===== config.mk =====
export PLATFORM = sky130hd
export DESIGN_NAME = ysyx_210238_lsu
export DESIGN_NICKNAME = d
export VERILOG_FILES = /design/src/rtl/ysyx_210238_lsu_pkg.sv /design/src/rtl/ysyx_210238_lsu_ldext.sv /design/src/rtl/ysyx_210238_lsu.sv
export SDC_FILE = /design/constraint.sdc
export NUM_CORES = 1
export LEC_CHECK = 0
export BUFFER_PORTS_ARGS = -buffer_cell sky130_fd_sc_hd__buf_2
export CORE_AREA = 2 2 215 217
export DETAILED_ROUTE_END_ITERATION = 16
export DIE_AREA = 0 0 217 219
export GPL_TIMING_DRIVEN = 0
export HOLD_SLACK_MARGIN = 0.05
export PLACE_DENSITY = 0.71
export SLEW_MARGIN = 15
export SYNTH_ARGS = -nofsm -noshare
export SYNTH_HDL_FRONTEND = slang
export SYNTH_SLANG_ARGS = --single-unit
export TNS_END_PERCENT = 100

===== constraint.sdc =====
create_clock -name clock -period 2.7 [get_ports clock]
set_clock_uncertainty 0.2 [all_clocks]
set_input_delay 0.405 -clock clock [delete_from_list [all_inputs] [get_ports clock]]
set_output_delay 0.405 -clock clock [all_outputs]
set_load 0.1 [all_outputs]

===== src/rtl/ysyx_210238_lsu_pkg.sv =====
// Shared definitions for the load/store unit: FSM states, access size codes,
// byte-strobe base masks and the natural-alignment helper.
package ysyx_210238_lsu_pkg;

    localparam int unsigned XLEN   = 64;
    localparam int unsigned STRB_W = 8;
    localparam int unsigned OFF_W  = 3;
    localparam int unsigned RD_AW  = 5;
    localparam int unsigned SIZE_W = 2;

    typedef enum logic [1:0] {
        ST_IDLE = 2'd0,
        ST_REQ  = 2'd1,
        ST_WAIT = 2'd2,
        ST_DONE = 2'd3
    } lsu_state_e;

    localparam logic [SIZE_W-1:0] SZ_B = 2'd0;
    localparam logic [SIZE_W-1:0] SZ_H = 2'd1;
    localparam logic [SIZE_W-1:0] SZ_W = 2'd2;
    localparam logic [SIZE_W-1:0] SZ_D = 2'd3;

    localparam logic [STRB_W-1:0] STRB_MASK_B = 8'h01;
    localparam logic [STRB_W-1:0] STRB_MASK_H = 8'h03;
    localparam logic [STRB_W-1:0] STRB_MASK_W = 8'h0F;
    localparam logic [STRB_W-1:0] STRB_MASK_D = 8'hFF;

    // Byte-enable pattern of an access of the given size starting at lane 0.
    function automatic logic [STRB_W-1:0] size_mask(input logic [SIZE_W-1:0] size);
        logic [STRB_W-1:0] m;
        case (size)
            SZ_B:    m = STRB_MASK_B;
            SZ_H:    m = STRB_MASK_H;
            SZ_W:    m = STRB_MASK_W;
            default: m = STRB_MASK_D;
        endcase
        return m;
    endfunction

    // True when the byte offset is not a multiple of the access size.
    function automatic logic misaligned(input logic [SIZE_W-1:0] size,
                                        input logic [OFF_W-1:0]  off);
        logic r;
        case (size)
            SZ_B:    r = 1'b0;
            SZ_H:    r = off[0];
            SZ_W:    r = |off[1:0];
            default: r = |off;
        endcase
        return r;
    endfunction

endpackage


===== src/rtl/ysyx_210238_lsu_ldext.sv =====
// Load data extraction: shifts the addressed bytes of a bus beat down to
// lane 0, truncates to the access size and sign/zero-extends to 64 bits.
module ysyx_210238_lsu_ldext
    import ysyx_210238_lsu_pkg::*;
(
    input  logic [XLEN-1:0]   rdata,
    input  logic [OFF_W-1:0]  offset,
    input  logic [SIZE_W-1:0] size,
    input  logic              is_unsigned,
    output logic [XLEN-1:0]   data_c
);

    logic [XLEN-1:0] shifted;
    logic            sign;

    // Align, truncate and extend the selected bytes.
    always_comb begin
        shifted = rdata >> {offset, 3'b000};
        sign    = 1'b0;
        data_c  = shifted;
        case (size)
            SZ_B: begin
                sign   = ~is_unsigned & shifted[7];
                data_c = {{56{sign}}, shifted[7:0]};
            end
            SZ_H: begin
                sign   = ~is_unsigned & shifted[15];
                data_c = {{48{sign}}, shifted[15:0]};
            end
            SZ_W: begin
                sign   = ~is_unsigned & shifted[31];
                data_c = {{32{sign}}, shifted[31:0]};
            end
            default: data_c = shifted;
        endcase
    end

endmodule


===== src/rtl/ysyx_210238_lsu.sv =====
// Load/store unit between EX and WB. Accepts one operation at a time,
// issues at most one aligned bus beat and presents a one-cycle WB result.
// Optional feature: define YSYX_210238_LSU_MISALIGN_CHK_EN to add o_misalign
// and short-circuit accesses that are not naturally aligned.
module ysyx_210238_lsu
    import ysyx_210238_lsu_pkg::*;
#(
    parameter int unsigned AW = 64
) (
    input  logic              clock,
    input  logic              rst_n,
    input  logic              i_valid,
    output logic              o_ready,
    input  logic              i_mem_read,
    input  logic              i_mem_write,
    input  logic              i_unsigned,
    input  logic [SIZE_W-1:0] i_size,
    input  logic [AW-1:0]     i_addr,
    input  logic [XLEN-1:0]   i_wdata,
    input  logic [XLEN-1:0]   i_rd_data,
    input  logic [RD_AW-1:0]  i_rd_addr,
    input  logic              i_rd_wen,
    output logic              o_req_valid,
    input  logic              i_req_ready,
    output logic [AW-1:0]     o_req_addr,
    output logic              o_req_wen,
    output logic [XLEN-1:0]   o_req_wdata,
    output logic [STRB_W-1:0] o_req_wstrb,
    input  logic              i_resp_valid,
    input  logic [XLEN-1:0]   i_resp_rdata,
    output logic              o_wb_valid,
    output logic              o_rd_wen,
    output logic [RD_AW-1:0]  o_rd_addr,
    output logic [XLEN-1:0]   o_rd_data,
    output logic              o_mem_read,
`ifdef YSYX_210238_LSU_MISALIGN_CHK_EN
    output logic              o_misalign,
`endif
    output logic [XLEN-1:0]   o_mem_rdata
);

    lsu_state_e        state;

    logic [OFF_W-1:0]  lat_off;
    logic [SIZE_W-1:0] lat_size;
    logic              lat_uns;
    logic              lat_load;
    logic [RD_AW-1:0]  lat_rd_addr;
    logic              lat_rd_wen;
    logic [XLEN-1:0]   lat_rd_data;

    logic              acc_mem;
    logic              acc_store;
    logic              acc_mis;
    logic [OFF_W-1:0]  acc_off;
    logic [STRB_W-1:0] acc_strb;
    logic [XLEN-1:0]   acc_wdata;
    logic [XLEN-1:0]   ld_data_c;

    // Decode of the incoming operation; a read+write request counts as a load.
    always_comb begin
        acc_off   = i_addr[OFF_W-1:0];
        acc_mem   = i_mem_read | i_mem_write;
        acc_store = i_mem_write & ~i_mem_read;
        acc_strb  = acc_store ? STRB_W'(size_mask(i_size) << acc_off) : '0;
        acc_wdata = acc_store ? (i_wdata << {acc_off, 3'b000}) : '0;
`ifdef YSYX_210238_LSU_MISALIGN_CHK_EN
        acc_mis   = acc_mem & misaligned(i_size, acc_off);
`else
        acc_mis   = 1'b0;
`endif
    end

    ysyx_210238_lsu_ldext u_ldext (
        .rdata       (i_resp_rdata),
        .offset      (lat_off),
        .size        (lat_size),
        .is_unsigned (lat_uns),
        .data_c      (ld_data_c)
    );

    // Operation sequencer with registered handshake, bus and WB outputs.
    always_ff @(posedge clock or negedge rst_n) begin
        if (!rst_n) begin
            state       <= ST_IDLE;
            o_ready     <= 1'b1;
            o_req_valid <= 1'b0;
            o_req_addr  <= '0;
            o_req_wen   <= 1'b0;
            o_req_wdata <= '0;
            o_req_wstrb <= '0;
            o_wb_valid  <= 1'b0;
            o_rd_wen    <= 1'b0;
            o_rd_addr   <= '0;
            o_rd_data   <= '0;
            o_mem_read  <= 1'b0;
            o_mem_rdata <= '0;
`ifdef YSYX_210238_LSU_MISALIGN_CHK_EN
            o_misalign  <= 1'b0;
`endif
            lat_off     <= '0;
            lat_size    <= '0;
            lat_uns     <= 1'b0;
            lat_load    <= 1'b0;
            lat_rd_addr <= '0;
            lat_rd_wen  <= 1'b0;
            lat_rd_data <= '0;
        end else begin
            case (state)
                ST_IDLE: begin
                    if (i_valid) begin
                        o_ready <= 1'b0;
                        if (acc_mem && !acc_mis) begin
                            lat_off     <= acc_off;
                            lat_size    <= i_size;
                            lat_uns     <= i_unsigned;
                            lat_load    <= i_mem_read;
                            lat_rd_addr <= i_rd_addr;
                            lat_rd_wen  <= i_rd_wen;
                            lat_rd_data <= i_rd_data;
                            o_req_valid <= 1'b1;
                            o_req_addr  <= {i_addr[AW-1:OFF_W], OFF_W'(0)};
                            o_req_wen   <= acc_store;
                            o_req_wdata <= acc_wdata;
                            o_req_wstrb <= acc_strb;
                            state       <= ST_REQ;
                        end else begin
                            o_wb_valid  <= 1'b1;
                            o_rd_addr   <= i_rd_addr;
                            o_rd_data   <= i_rd_data;
                            o_rd_wen    <= i_rd_wen & ~acc_mem;
                            o_mem_read  <= i_mem_read;
                            o_mem_rdata <= '0;
`ifdef YSYX_210238_LSU_MISALIGN_CHK_EN
                            o_misalign  <= acc_mis;
`endif
                            state       <= ST_DONE;
                        end
                    end
                end
                ST_REQ: begin
                    if (i_req_ready) begin
                        o_req_valid <= 1'b0;
                        state       <= ST_WAIT;
                    end
                end
                ST_WAIT: begin
                    if (i_resp_valid) begin
                        o_wb_valid  <= 1'b1;
                        o_rd_addr   <= lat_rd_addr;
                        o_rd_data   <= lat_rd_data;
                        o_rd_wen    <= lat_rd_wen & lat_load;
                        o_mem_read  <= lat_load;
                        o_mem_rdata <= lat_load ? ld_data_c : '0;
                        state       <= ST_DONE;
                    end
                end
                ST_DONE: begin
                    o_wb_valid <= 1'b0;
                    o_rd_wen   <= 1'b0;
`ifdef YSYX_210238_LSU_MISALIGN_CHK_EN
                    o_misalign <= 1'b0;
`endif
                    o_ready    <= 1'b1;
                    state      <= ST_IDLE;
                end
                default: state <= ST_IDLE;
            endcase
        end
    end

endmodule


==> reports/qor.yml <==
status:
  outcome: "completed"
cts:
  clockBufferDepth: 3
  cts_htree_levels: 2
  clk_pin_slew_ns: 0.07
  clkSinkCount: 351
  root_buffer: "clkbuf_16"
  cts-buffers-inserted: 39
  clk_latency_ns: 0.57
  tritoncts: "done"
synthesis:
  seq_area_frac_synth: 0.509
  avgSynthCellArea_um2: 11.4
  synth_cell_types: 58
  synth_top_family_by_area: "multiplexers"
  synth-adder-area-share: 0.00290
  yosysTopAreaCell: "dfrtp_1"
  synthSimpleGateAreaFrac: 0.0688
  synth_mux_area_frac: 0.243
  synth_area_leaders: "dfrtp_1, mux2i_1, mux2_2, mux4_2, nand2_1"
  syn_inst: 1506
  ys.warnings.count: 0
  ys_ff_latch: 351
  synth_xor_area_frac: 0
  ys.flop_type: "dfrtp_1"
  synth_area_um2: 17200
  synth_top_area_frac: 0.508
  synthArstFlopShare: 1.00
  synth_compound_area_frac: 0.137
  synth_edf_count: 0
worst_setup_path:
  crit_buf_inv: 3
  cp_cell_sequence: "inv_1 > ha_2 > nand2_1 > or2_2 > clkbuf_2 > clkbuf_2 > a221o_1"
  endpoint_kind: "flip-flop"
  critPathSlowestCell: "dfrtp_1"
  cp_slowest_stage_delay_ns: 0.42
  crit_fanout: 10
  path_common_cell: "clkbuf_2"
  crit_arrival_ns: 2.83
  worstSetupPathType: "flip-flop to flip-flop"
  required_ns: 2.94
  cp-start-kind: "flip-flop"
  crit_family: "buffers and inverters"
  reg2reg_slack_ns: 0.12
sta:
  tightest_slew_ns: 0.892
  final-hold-violation-count: 0
  finalSetupViolations: 0
  fin_crit_ns: 2.58
  fmax_ghz: 0.387
  slew_violations: 0
  slew_headroom: 0.405
  rsz0062_at_grt: "no"
  period_share: 0.957
route:
  drtIter0Drc: 1271
  drc: 0
  routedWlPerCell_um: 23.3
  firstDrtPassIters: 8
  vias_per_cell: 5.54
  final_antenna_net_count: 0
  vias: 15881
  totalWireLength_um: 66700
place:
  hpwl_um: 48300
  globalplace.congestion: 0.929
  portBuffers: 538
  dp.cells: 2649
min_path:
  worstHoldPathType: "input port to flip-flop"
global_routing:
  top_usage_layer: "met2"
  grt.met3_usage: 0.0604
  use_met1: 0.347
  grt_max_degree: 106
  grt.met2_usage: 0.448
  antenna_found_initial: 6
  grt.total_usage: 0.273
  grt-ovfl-total: 0
  grt_pass1_vias: 16360
  grt_pass1_wl_um: 98700
die:
  coreArea_um2: 45100
  die-height_um: 219
  io_pins: 547
  die_w_um: 217
  row_count: 78
  start_util: 0.382
  die-area_um2: 47500
cells_and_area:
  finalNonFillerCells: 2866
  nets: 2513
  synthToLayoutAreaGrowth_pct: 36.6
  layout-drive-gt1-share: 0.384
run:
  cap_violations: 0
flip-flops by register name, indices dropped and copies added, names as in the netlist, 2 cells and up:
| signal | count |
|---|---|
| lat_off | 3 |
| o_req_wdata | 64 |
| o_req_wstrb | 8 |
| o_rd_data | 64 |
| lat_rd_data | 64 |
| lat_rd_addr | 5 |
| lat_size | 2 |
| o_rd_addr | 5 |
| o_mem_rdata | 64 |
| o_req_addr | 61 |
| state | 2 |
cell type report:
type                            count  area [um2]
Buffer                            127         636
Antenna cell                        6        15.0
Sequential cell                   351        8780
Timing Repair Buffer              689        4270
Multi-Input combinational cell   1017        7830
Clock inverter                      9         124
Clock buffer                       55        1100
Fill cell                        3960       21500
Tap cell                          600         751
Inverter                           12        45.0
tightest hold or removal path, delay by kind of cell:
family,cells,cell delay (ns)
AOI/OAI and AO/OA,2,0.24
buffers and inverters,1,0.15
Yosys cell counts (2+ instances only):
cell type,number
buf_1,7
and4_1,2
mux2_2,145
o211ai_1,15
mux2i_1,169
a22o_1,34
clkbuf_1,59
ha_1,4
nand3_1,4
o22ai_1,26
nand2b_1,5
nand2_1,194
nor3b_1,2
a21oi_1,36
nor2b_1,21
or2_2,3
o21a_1,3
buf_2,42
buf_4,16
inv_1,12
nor3_1,2
o21ai_0,122
o2bb2ai_1,7
o31ai_1,9
o21ai_1,78
and2_1,2
a22oi_1,18
a211oi_1,14
nor2_1,25
mux4_2,38
dfrtp_1,350
nand3b_1,4
a31oi_1,2
a221o_1,8
a32oi_1,3
buf_6,3
cells in the final DEF, fill, tap and decap left out, types with 18 or more instances in the layout:
master         Yosys  final
nor2b_1           21     20
mux2_2           145    145
nor2_1            25     24
a21oi_1           36     36
clkbuf_16          0     39
dfrtp_1          350    350
a22oi_1           18     18
mux2i_1          169    169
dlygate4sd3_1      0    146
clkbuf_1          59     58
o21ai_1           78     78
o21ai_0          122    122
buf_4             16     18
o22ai_1           26     26
a22o_1            34     34
nand2_1          194    194
buf_2             42    578
mux4_2            38     38
per-layer routing:
layer | vias up | part of all wire
met3 | 216 | 0.081
li1 | 6936 | -
met2 | 837 | 0.47
met5 | - | 0.00069
met1 | 7886 | 0.40
met4 | 6 | 0.046
per-stage QoR:
stage / instance area [um2] / TNS, ns / worst slack (ns) / hold WS, ns / utilization
floorplan: 17300 / 0 / 0.517 / -0.0906 / -
global route: 23500 / 0 / 0.00282 / 0.0778 / 0.522
CTS: 23500 / 0 / 0.0136 / 0.0502 / 0.522
detailed placement: 20800 / -11.56 / -0.293 / 0.260 / 0.461
global placement: 20700 / -1977.09 / -5.65 / 0.258 / 0.459
finish: 23600 / 0 / 0.116 / 0.0707 / 0.522
cells by family after synthesis:
kind of cell	Yosys count
mux	353
fa+ha+maj	4
flops	351
other cells	1
simple gates	272
compound gates	385
buf+inv	140
path summary, 6_finish.rpt:
path,start,end,depth (start not counted)
max,state[1]$_DFFE_PN0P_,o_req_wdata[46]$_DFFE_PN0P_,7
min,i_resp_rdata[56],o_mem_rdata[56]$_DFFE_PN0P_,3
max reg2reg,state[1]$_DFFE_PN0P_,o_req_wdata[46]$_DFFE_PN0P_,7
min reg2reg,o_mem_rdata[48]$_DFFE_PN0P_,o_mem_rdata[48]$_DFFE_PN0P_,2
max in group asynchronous,rst_n,o_req_wdata[1]$_DFFE_PN0P_,3
min in group asynchronous,rst_n,o_rd_data[35]$_DFFE_PN0P_,2
timing repair:
action	CTS	global route
setup buffers	1	1
pin swaps	1	1
endpoints found under the hold margin	295	0
gates resized for setup	17	3
hold buffers	146	0
endpoints found under the setup margin	159	62
Power is not shown: default switching activity piles up to over one toggle a cycle in this logic, so the estimate is an artifact.
